==> src/rtl/nerf_pkg.sv <==
`default_nettype none
// ============================================================================
// Package  : nerf_pkg
// Brief    : Shared types, constants and helpers for the spike counting blocks.
// Revision : 1.0
// ============================================================================
package nerf_pkg;

    typedef enum logic {
        MODE_WINDOWED   = 1'b0,
        MODE_CUMULATIVE = 1'b1
    } count_mode_e;

    localparam int COUNT_W = 32;

    // Width of a channel selector; a single channel still gets one select bit.
    function automatic int sel_width(input int n);
        return (n > 1) ? $clog2(n) : 1;
    endfunction

    // Saturating increment of a width-bit value held in a COUNT_W container.
    // Result is {next_value, overflow}: the flag sits in the LSB so a caller
    // can keep exactly its own width+1 bits with a truncating cast.
    function automatic logic [COUNT_W:0] sat_inc(
        input logic [COUNT_W-1:0] val,
        input logic               inc,
        input logic [5:0]         width
    );
        logic [COUNT_W:0] sum;
        sum = {1'b0, val} + {{COUNT_W{1'b0}}, inc};
        if (sum[width]) begin
            return {val, 1'b1};
        end
        return {sum[COUNT_W-1:0], 1'b0};
    endfunction

endpackage
`default_nettype wire

==> src/rtl/spike_counter_array_if.sv <==
`default_nettype none
// ============================================================================
// Interface : spike_counter_array_if
// Brief     : Spike inputs, control and readout bundle of spike_counter_array.
// Revision  : 1.0
// ============================================================================
interface spike_counter_array_if #(
    parameter int NCH = 8,
    parameter int W   = nerf_pkg::COUNT_W
);
    localparam int SELW = nerf_pkg::sel_width(NCH);

    logic [NCH-1:0]   spike_in;
    logic             mode;
    logic             clear;
    logic [SELW-1:0]  rd_sel;
    logic [NCH*W-1:0] counts_flat;
    logic [W-1:0]     rd_count;
    logic [NCH-1:0]   sat_flags;
    logic             window_valid;

    modport master (
        output spike_in,
        output mode,
        output clear,
        output rd_sel,
        input  counts_flat,
        input  rd_count,
        input  sat_flags,
        input  window_valid
    );

    modport slave (
        input  spike_in,
        input  mode,
        input  clear,
        input  rd_sel,
        output counts_flat,
        output rd_count,
        output sat_flags,
        output window_valid
    );

endinterface
`default_nettype wire

==> src/rtl/spike_count_channel.sv <==
`default_nettype none
// ============================================================================
// Module   : spike_count_channel
// Brief    : One channel: rising-edge spike detect, saturating accumulator,
//            sticky saturation flag and the per-window latched count.
// Revision : 1.0
// ============================================================================
module spike_count_channel
    import nerf_pkg::*;
#(
    parameter int W = COUNT_W
) (
    input  wire logic         clk,
    input  wire logic         reset_global,
    input  wire logic         spike,
    input  wire logic         win_end,
    input  wire logic         clear,
    input  wire logic         mode_r,
    output logic [W-1:0]      count,
    output logic              sat_flag
);

    logic         r_prev;
    logic [W-1:0] r_acc;
    logic         r_sat_acc;
    logic [W-1:0] r_count;
    logic         r_sat_flag;

    logic         w_hit;
    logic [W-1:0] w_acc_inc;
    logic         w_sat_inc;
    logic         w_sat_any;

    assign w_hit = spike & ~r_prev;
    assign {w_acc_inc, w_sat_inc} = (W+1)'(sat_inc(COUNT_W'(r_acc), w_hit, 6'(W)));
    assign w_sat_any = r_sat_acc | w_sat_inc;

    always_ff @(posedge clk or posedge reset_global) begin
        if (reset_global) begin
            r_prev <= 1'b0;
        end else begin
            r_prev <= spike;
        end
    end

    always_ff @(posedge clk or posedge reset_global) begin
        if (reset_global) begin
            r_acc      <= '0;
            r_sat_acc  <= 1'b0;
            r_count    <= '0;
            r_sat_flag <= 1'b0;
        end else if (clear) begin
            r_acc      <= '0;
            r_sat_acc  <= 1'b0;
            r_count    <= '0;
            r_sat_flag <= 1'b0;
        end else if (win_end) begin
            if (mode_r == MODE_WINDOWED) begin
                // A hit on the boundary cycle opens the new window.
                r_count    <= r_acc;
                r_sat_flag <= r_sat_acc;
                r_acc      <= W'(w_hit);
                r_sat_acc  <= 1'b0;
            end else begin
                r_count    <= w_acc_inc;
                r_sat_flag <= w_sat_any;
                r_acc      <= w_acc_inc;
                r_sat_acc  <= w_sat_any;
            end
        end else begin
            r_acc     <= w_acc_inc;
            r_sat_acc <= w_sat_any;
        end
    end

    assign count    = r_count;
    assign sat_flag = r_sat_flag;

endmodule
`default_nettype wire

==> src/rtl/spike_counter_array.sv <==
`default_nettype none
// ============================================================================
// Module   : spike_counter_array
// Brief    : NCH-channel spike counter latched on each sim_clk rising edge,
//            with windowed/cumulative modes, saturation flags and a read port.
// Revision : 1.0
// ============================================================================
module spike_counter_array
    import nerf_pkg::*;
#(
    parameter int NCH         = 8,
    parameter int W           = COUNT_W,
    parameter int SYNC_STAGES = 2
) (
    input  wire logic            clk,
    input  wire logic            reset_global,
    input  wire logic            sim_clk,
    spike_counter_array_if.slave bus
);

    localparam int SELW   = sel_width(NCH);
    localparam int c_nsel = 1 << SELW;

    logic [SYNC_STAGES-1:0] r_sync;
    logic                   r_hist;
    logic                   w_win_end;
    logic                   w_latch;
    count_mode_e            r_mode;
    logic                   r_window_valid;
    logic [W-1:0]           r_rd_count;
    logic [W-1:0]           w_count [c_nsel];
    logic [NCH-1:0]         w_sat;

    always_ff @(posedge clk or posedge reset_global) begin
        if (reset_global) begin
            r_sync <= '0;
            r_hist <= 1'b0;
        end else begin
            r_sync <= {r_sync[SYNC_STAGES-2:0], sim_clk};
            r_hist <= r_sync[SYNC_STAGES-1];
        end
    end

    assign w_win_end = r_sync[SYNC_STAGES-1] & ~r_hist;
    // A clear on the boundary cycle discards that boundary entirely.
    assign w_latch   = w_win_end & ~bus.clear;

    always_ff @(posedge clk or posedge reset_global) begin
        if (reset_global) begin
            r_mode         <= MODE_WINDOWED;
            r_window_valid <= 1'b0;
        end else begin
            r_window_valid <= w_latch;
            if (w_latch) begin
                r_mode <= count_mode_e'(bus.mode);
            end
        end
    end

    always_ff @(posedge clk or posedge reset_global) begin
        if (reset_global) begin
            r_rd_count <= '0;
        end else begin
            r_rd_count <= w_count[bus.rd_sel];
        end
    end

    // Select codes past the last channel read back as zero.
    generate
        for (genvar i = 0; i < c_nsel; i++) begin : g_chan
            if (i < NCH) begin : g_live
                spike_count_channel #(
                    .W(W)
                ) u_chan (
                    .clk          (clk),
                    .reset_global (reset_global),
                    .spike        (bus.spike_in[i]),
                    .win_end      (w_win_end),
                    .clear        (bus.clear),
                    .mode_r       (r_mode),
                    .count        (w_count[i]),
                    .sat_flag     (w_sat[i])
                );
                assign bus.counts_flat[i*W +: W] = w_count[i];
            end else begin : g_pad
                assign w_count[i] = '0;
            end
        end
    endgenerate

    assign bus.sat_flags    = w_sat;
    assign bus.rd_count     = r_rd_count;
    assign bus.window_valid = r_window_valid;

endmodule
`default_nettype wire

==> src/flat_wrapper.sv <==
// flat-port wrapper written by rule: the top's interface ports become plain ports
module spike_counter_array_flat import nerf_pkg::*;
#(
    parameter int NCH         = 8,
    parameter int W           = COUNT_W,
    parameter int SYNC_STAGES = 2
)
  (clk, reset_global, sim_clk, bus_spike_in, bus_mode, bus_clear, bus_rd_sel, bus_counts_flat, bus_rd_count, bus_sat_flags, bus_window_valid);
  spike_counter_array_if #(.NCH(NCH), .W(W)) bus_i ();
  input  wire logic clk;
  input  wire logic reset_global;
  input  wire logic sim_clk;
  input wire logic [$bits(bus_i.spike_in)-1:0] bus_spike_in;
  input wire logic [$bits(bus_i.mode)-1:0] bus_mode;
  input wire logic [$bits(bus_i.clear)-1:0] bus_clear;
  input wire logic [$bits(bus_i.rd_sel)-1:0] bus_rd_sel;
  output wire logic [$bits(bus_i.counts_flat)-1:0] bus_counts_flat;
  output wire logic [$bits(bus_i.rd_count)-1:0] bus_rd_count;
  output wire logic [$bits(bus_i.sat_flags)-1:0] bus_sat_flags;
  output wire logic [$bits(bus_i.window_valid)-1:0] bus_window_valid;
  assign bus_i.spike_in = bus_spike_in;
  assign bus_i.mode = bus_mode;
  assign bus_i.clear = bus_clear;
  assign bus_i.rd_sel = bus_rd_sel;
  assign bus_counts_flat = bus_i.counts_flat;
  assign bus_rd_count = bus_i.rd_count;
  assign bus_sat_flags = bus_i.sat_flags;
  assign bus_window_valid = bus_i.window_valid;
  spike_counter_array #(.NCH(NCH), .W(W), .SYNC_STAGES(SYNC_STAGES)) u_core (.clk(clk), .reset_global(reset_global), .sim_clk(sim_clk), .bus(bus_i));
endmodule
==> config.mk <==
export PLATFORM = sky130hd
export DESIGN_NAME = spike_counter_array_flat
export DESIGN_NICKNAME = d
export VERILOG_FILES = /design/src/rtl/nerf_pkg.sv /design/src/rtl/spike_counter_array_if.sv /design/src/rtl/spike_count_channel.sv /design/src/rtl/spike_counter_array.sv /design/src/flat_wrapper.sv
export SDC_FILE = /design/constraint.sdc
export NUM_CORES = 1
export LEC_CHECK = 0
export ABC_AREA = 1
export CORE_MARGIN = 3
export CORE_UTILIZATION = 30
export DETAILED_ROUTE_END_ITERATION = 8
export SLEW_MARGIN = 20
export SYNTH_ARGS = -nofsm -noshare
export SYNTH_HDL_FRONTEND = slang
export SYNTH_SLANG_ARGS = --single-unit
==> constraint.sdc <==
create_clock -name clk -period 27.9 [get_ports clk]
set_input_delay 5.58 -clock clk [delete_from_list [all_inputs] [get_ports clk]]
set_output_delay 5.58 -clock clk [all_outputs]
set_load 0.02 [all_outputs]
==> results.sh, run 1 <==
export IMPL_status="complete, no violations"
export IMPL_worst_hold_slack_ns=0.346
export IMPL_synth_most_common_cell="nand2_1"
export IMPL_synth_edf_count=0
export IMPL_fmaxAchievable_mhz=113
export IMPL_clock_sink_count=573
export IMPL_grt_usage_pct=25.0
export IMPL_synth_distinct_cells=30
export IMPL_yosys_register_bits=573
export IMPL_ctsRootBufferMaster="clkbuf_16"
export IMPL_antenna_found_initial=8
export IMPL_min_from="u_core.r_sync[0]"
export IMPL_ys_seq_area_share_pct=43.7
export IMPL_register_area_sq_mm=0.0143
export IMPL_area_delta_synth_final_pct=19.4
export IMPL_whs_path_depth=0
export IMPL_synth_area_sq_mm=0.0328
export IMPL_grt_start_max_net_pins=196
export IMPL_avgSynthCellArea_sq_um=6.85
export IMPL_timing_max_transition_violations_final=0
export IMPL_endpoint_kind="register"
export IMPL_globalplace_congestion=0.968
export IMPL_drc_errors=0
export IMPL_horizontal_die_dimension_um=337
export IMPL_route_detailed_wl_per_inst_um=22.6
export IMPL_number_of_nets_in_the_final_layout=5002
export IMPL_post_route_cells_drive_above_1_share_pct=4.10
export IMPL_r2r_cells=6
export IMPL_cts_resized=0
export IMPL_routed_via_count=33615
export IMPL_hpwl_um=107000
export IMPL_drt_total_wl_um=145000
export IMPL_io_buffer_count=312
export IMPL_power_density_mw_per_mm2=55.6
export IMPL_crit_type="input port to register"
export IMPL_timing_final_hold_violations=0
export IMPL_worst_ep_required_time_ns=28.38
export IMPL_starting_density_of_the_core_pct=30.5
export IMPL_setup_total_negative_slack_ns=0
export IMPL_fillers=11514
export IMPL_first_pass_grt_wire_length_um=212000
export IMPL_detail_route_antenna_nets=0
export IMPL_cts_tree="built"
export IMPL_leakage_power_of_the_design_nw=17.4
export IMPL_asyncSetResetFlopFracSynth_pct=100
export IMPL_ctsHoldBuffers=0
export IMPL_crit_path_launch_type="input port"
export IMPL_unrepaired_setup_endpoints_after_global_routing="false"
export IMPL_critPathArrivalTime_ns=9.31
export IMPL_worst_slew_margin_relative_to_its_limit_pct=18.0
export IMPL_synth_top_cells_by_count="1726 x nand2_1, 610 x nor2_1, 573 x dfrtp_1"
export IMPL_timing_worst_slew_pin_value_ns=1.23
export IMPL_count_of_standard_cell_rows=120
export IMPL_insertion_delay_ns=0.65
export IMPL_area_contributors_post_synth="dfrtp_1 44%, nand2_1 20%, nor2_1 7.0%"
export IMPL_worstPathMaxFanout=67
export IMPL_cap_viol_max_count=0
export IMPL_vdd_ir_drop_worst_mv=0.0443
export IMPL_cts_post_setup_buffers_inserted=0
export IMPL_timing_hold_worst_class="register to register"
export IMPL_area_enclosed_by_the_die_boundary_sq_mm=0.113
export IMPL_cts_reportedPaths_clkPinSlew_ns=0.06
export IMPL_setup_viol=0
export IMPL_drt_initial_drc_count=3950
export IMPL_grt_pass1_vias=31114
export IMPL_timing_clock_skew_ns=0.0292
export IMPL_worstReg2RegStart="u_core.r_mode"
export IMPL_die_y_um=337
export IMPL_drt_pass1_iterations=5
export IMPL_fin_crit_sh_pct=31.6
export IMPL_routed_via_density=5.23
export IMPL_post_synth_top_area_cell="dfrtp_1"
export IMPL_holdPathEnd="u_core.r_sync[1]"
export IMPL_syn_num_nets=4827
export IMPL_multi_input_comb_area_sq_mm=0.0158
export IMPL_synth_warning_count=0
export IMPL_cts_inserted_buffers=72
export IMPL_globalRouteOverflowTotal=0
export IMPL_post_synth_inst_count=4795
export IMPL_ctsHtreeMaxLevel=3
export IMPL_design_portCount=313
export IMPL_antenna_cells_inserted=0
export IMPL_area_of_the_core_region_sq_mm=0.108
export IMPL_worst_flop_to_flop_path_endpoint="u_core.g_chan[7].g_live.u_chan.r_acc[22]"
export IMPL_synthFlopType="dfrtp_1"
export IMPL_synth_largest_type_area_fraction_pct=43.7
export IMPL_cts_root_to_sink_buffers=3
export IMPL_timing_reg2reg_setup_slack_ns=22.86
export IMPL_finalCriticalPeriod_ns=8.82
## flip-flops by register name, summed over array words and instances, names as in the netlist
register and count:
u_core.bus.rd_count 32, u_core.bus.window_valid 1, u_core.g_chan.g_live.u_chan.r_prev 8, u_core.g_chan.g_live.u_chan.r_acc 256
u_core.g_chan.g_live.u_chan.r_sat_acc 8, u_core.r_mode 1, u_core.g_chan.g_live.u_chan.count 256, u_core.r_sync 2
u_core.r_hist 1, u_core.g_chan.g_live.u_chan.sat_flag 8
## where the power goes
group          switching, mW  internal, mW  leakage (nW)
Combinational          0.212        0.0914          8.33
Clock                  0.405         0.566          1.17
Sequential            0.0497         0.858          7.88
Total                  0.667          1.51          17.4
## worst max path at each step
| stage | startpoint | to | slack (ns) |
|---|---|---|---|
| after floorplan | reset_global | u_core.bus.rd_count[0] | 6.29 |
| after global placement | bus_clear | u_core.g_chan[1].g_live.u_chan.count[3] | 18.70 |
| after detailed placement | bus_clear | u_core.g_chan[1].g_live.u_chan.count[2] | 18.64 |
| after CTS | bus_clear | u_core.g_chan[1].g_live.u_chan.count[2] | 19.30 |
| after global routing | bus_clear | u_core.g_chan[1].g_live.u_chan.count[7] | 19.05 |
| final | bus_clear | u_core.g_chan[1].g_live.u_chan.count[2] | 19.08 |
## cell type report
type,instances,area share [%]
well taps,1403,4.47
repair buffers,341,8.63
multi-input cells,3583,40.4
inverters,399,3.86
clock inverters,26,0.756
flip-flops and latches,573,36.6
clock buffers,102,5.37
## per-layer routing
metal | vias to the layer above | routed length, um | global-route usage [%]
met5 | - | 21 | 0
met4 | 4 | 6200 | 10.2
met3 | 220 | 13700 | 4.94
met2 | 1594 | 60800 | 35.9
met1 | 16232 | 64300 | 36.5
li1 | 15565 | - | -
## placed cells by master, fill, tap and decap left out, types with 4 or more instances in the layout
cell type,instances
a21oi_2,10
nor2_4,15
o21ai_0,243
nand2_4,8
o22ai_1,41
xor2_1,64
xnor2_1,8
clkinv_2,9
bufinv_16,4
buf_12,4
inv_6,4
clkinvlp_4,7
a21oi_1,450
clkbuf_8,17
a31oi_1,13
o211ai_1,34
inv_1,393
dfrtp_1,572
ha_1,16
nor3b_1,4
clkdlybuf4s50_1,310
clkbuf_16,73
nand2_1,1723
nand2_2,17
nor2_1,609
clkbuf_1,12
nand3b_1,4
buf_4,25
nand4_1,17
nand3_1,302
## cell families after synthesis
group           share of synthesized area, %
flops                                   43.7
simple gates                            33.0
xor+xnor                                1.92
compound gates                          12.6
fa+ha+maj                              0.609
buf+inv                                 8.23
## worst max-delay path, stage by stage
cell	delay, ns
clkdlybuf4s50_1	0.68
inv_1	0.47
nand2_4	0.64
buf_4	0.67
buf_4	0.81
a21oi_1	0.11
nand2_1	0.11
o21ai_0	0.08
## per-stage QoR
| step | total power, mW | cells | area (sq um) | utilization [%] | setup WS [ns] |
|---|---|---|---|---|---|
| floorplan | 1.07 | 4795 | 32800 | - | 6.29 |
| global placement | 1.22 | 6298 | 36800 | 34.1 | 18.70 |
| detailed placement | 1.22 | 6298 | 36800 | 34.1 | 18.64 |
| CTS | 2.19 | 6426 | 39200 | 36.4 | 19.30 |
| global route | 2.25 | 6427 | 39200 | 36.4 | 19.05 |
| finish | 2.18 | 6427 | 39200 | 36.4 | 19.08 |
(Power assumes the default switching activity.)
==> run 2: changes to the inputs <==
==> constraint.sdc (replaced) <==
create_clock -name clk -period 7.2 [get_ports clk]
set_input_delay 1.44 -clock clk [delete_from_list [all_inputs] [get_ports clk]]
set_output_delay 1.44 -clock clk [all_outputs]
set_load 0.02 [all_outputs]
==> run 2 against run 1 <==
Clock power rose to 3.8 times the previous value. Combinational power grew to 3.9 times the previous value. Via count down 0.76%. Design area is 0.14% lower. Wire length fell by 0.15%. Cell count is 0.11% lower.
==> results.sh, run 2 (synthesis gave the netlist of run 1 again) <==
export IMPL_starting_density_of_the_core_pct=30.5
export IMPL_power_density_mw_per_mm2=213
export IMPL_sw_frac_of_total_pct=30.2
export IMPL_register_area_sq_mm=0.0143
export IMPL_slowest_stage="nand2_4"
export IMPL_ctsHtreeMaxLevel=3
export IMPL_fin_crit_sh_pct=61.7
export IMPL_leakage_power_of_the_design_nw=17.3
export IMPL_multi_input_comb_area_sq_mm=0.0158
export IMPL_worstReg2RegStart="u_core.r_mode"
export IMPL_design_portCount=313
export IMPL_cts_tree="built"
export IMPL_ctsHoldBuffers=0
export IMPL_final_common_cell="nand2_1"
export IMPL_internal_power_mw=5.83
export IMPL_worst_path_dominant_cell_family="simple AND/OR/NAND/NOR gates"
export IMPL_status="complete, no violations"
export IMPL_io_buffer_count=312
export IMPL_timing_final_hold_violations=0
export IMPL_area_enclosed_by_the_die_boundary_sq_mm=0.113
export IMPL_cts_reportedPaths_clkPinSlew_ns=0.06
export IMPL_worst_ep_required_time_ns=7.66
export IMPL_power_net_switching_mw=2.53
export IMPL_setup_viol=0
export IMPL_cp_buffers_inverters=2
export IMPL_post_route_cells_drive_above_1_share_pct=3.89
export IMPL_cts_inserted_buffers=70
export IMPL_ctsRootBufferMaster="clkbuf_16"
export IMPL_route_detailed_wl_per_inst_um=22.6
export IMPL_clock_power_share_pct=43.7
export IMPL_whs_path_depth=0
export IMPL_timing_critical_path_depth=5
export IMPL_crit_type="register to register"
export IMPL_critical_path_max_stage_delay_ns=0.94
export IMPL_timing_clock_skew_ns=0.0314
export IMPL_cts_post_setup_buffers_inserted=0
export IMPL_cap_viol_max_count=0
export IMPL_setup_total_negative_slack_ns=0
export IMPL_worst_slew_margin_relative_to_its_limit_pct=21.0
export IMPL_endpoint_kind="register"
export IMPL_die_y_um=337
export IMPL_timing_max_transition_violations_final=0
export IMPL_fmaxAchievable_mhz=225
export IMPL_area_of_the_core_region_sq_mm=0.108
export IMPL_grt_start_max_net_pins=175
export IMPL_insertion_delay_ns=0.64
export IMPL_critPathArrivalTime_ns=4.90
export IMPL_horizontal_die_dimension_um=337
export IMPL_first_pass_grt_wire_length_um=212000
export IMPL_globalplace_congestion=0.981
export IMPL_crit_path_launch_type="register"
export IMPL_timing_worst_slew_pin_value_ns=1.18
export IMPL_mostFrequentLayoutCells="1723 x nand2_1, 609 x nor2_1, 572 x dfrtp_1"
export IMPL_drt_initial_drc_count=3697
export IMPL_power_frac_seq_pct=42.1
export IMPL_finalCriticalPeriod_ns=4.44
export IMPL_globalRouteOverflowTotal=0
export IMPL_cts_resized=0
export IMPL_unrepaired_setup_endpoints_after_global_routing="false"
export IMPL_cts_root_to_sink_buffers=3
export IMPL_worstPathMaxFanout=75
export IMPL_hpwl_um=107000
export IMPL_antenna_found_initial=8
export IMPL_drt_pass1_iterations=6
export IMPL_detail_route_antenna_nets=0
export IMPL_timing_hold_worst_class="register to register"
export IMPL_drt_total_wl_um=145000
export IMPL_vdd_ir_drop_worst_mv=0.133
export IMPL_clock_sink_count=573
export IMPL_post_route_worst_setup_slack_ns=2.76
export IMPL_grt_pass1_vias=31031
export IMPL_fillers=11458
export IMPL_drc_errors=0
export IMPL_place_worst_setup_slack_ns=2.72
export IMPL_number_of_nets_in_the_final_layout=4999
export IMPL_startpoint="u_core.r_mode"
export IMPL_routed_via_count=33359
export IMPL_power_share_combinational_pct=14.1
export IMPL_r2r_cells=5
export IMPL_grt_usage_pct=25.1
export IMPL_count_of_standard_cell_rows=120
export IMPL_routed_via_density=5.20
export IMPL_crit_path_cell_trace="inv_6 -> nand2_1 -> nand2_4 -> buf_4 -> nor2_1"
export IMPL_min_from="u_core.r_sync[1]"
export IMPL_area_delta_synth_final_pct=19.3
==> run 2: cell count changes in the layout (fill, tap and decap cells not counted) <==
cell,change
clkbuf_8,-9
buf_12,+5
buf_4,-5
bufinv_16,+3
clkbuf_1,+3
clkinvlp_4,-3
clkbuf_16,-2
clkinv_2,+2
clkinv_4,+2
buf_6,-1
diode_2,+1
inv_16,-1
inv_6,-1
inv_8,-1
==> run 2: final timing paths <==
check | endpoint | slack, ns
setup / recovery | u_core.g_chan[2].g_live.u_chan.r_acc[27] | 2.76
hold / removal | u_core.r_hist | 0.38
setup reg to reg | u_core.g_chan[2].g_live.u_chan.r_acc[27] | 2.76
hold reg to reg | u_core.r_hist | 0.38
max in group asynchronous | u_core.g_chan[1].g_live.u_chan.count[26] | 4.45
min in group asynchronous | u_core.g_chan[1].g_live.u_chan.count[7] | 1.24
==> run 2: area by class of cell <==
| type | instances | area share [%] |
|---|---|---|
| tap | 1403 | 4.48 |
| clock buffer | 94 | 4.96 |
| multi-input combinational | 3583 | 40.4 |
| timing repair buffer | 340 | 8.78 |
| clock inverter | 27 | 0.907 |
| antenna | 1 | 0.00639 |
| sequential | 573 | 36.6 |
| inverter | 399 | 3.85 |
==> run 2: per-stage QoR <==
stage                     cells  cell area (sq um)  util, %  hold WS, ns  total power, mW
after detailed placement   6298              36900     34.2        0.364             4.74
after floorplan            4795              32900        -        0.331             4.13
after global routing       6419              39200     36.3        0.381             8.62
after global placement     6298              36900     34.2        0.358             4.74
after CTS                  6419              39200     36.3        0.376             8.40
final                      6420              39200     36.3        0.377             8.36
==> run 2: metal layers <==
metal / track usage, % / share of wire [%] / routed length [um] / vias to the layer above
li1: - / - / - / 15561
met1: 36.1 / 45 / 64900 / 16074
met2: 36.3 / 42 / 60300 / 1518
met3: 6.01 / 9.7 / 14100 / 202
met4: 8.97 / 3.8 / 5440 / 4
met5: 0 / 0.019 / 27 / -
==> run 2: power by group through the flow <==
stage	clock [mW]	combinational (mW)	sequential, mW
6_report	3.66	1.18	3.52
4_1_cts	3.71	1.18	3.52
3_5_place_dp	0	1.17	3.57
3_3_place_gp	0	1.16	3.57
2_1_floorplan	0	0.570	3.56
5_1_grt	3.82	1.27	3.52
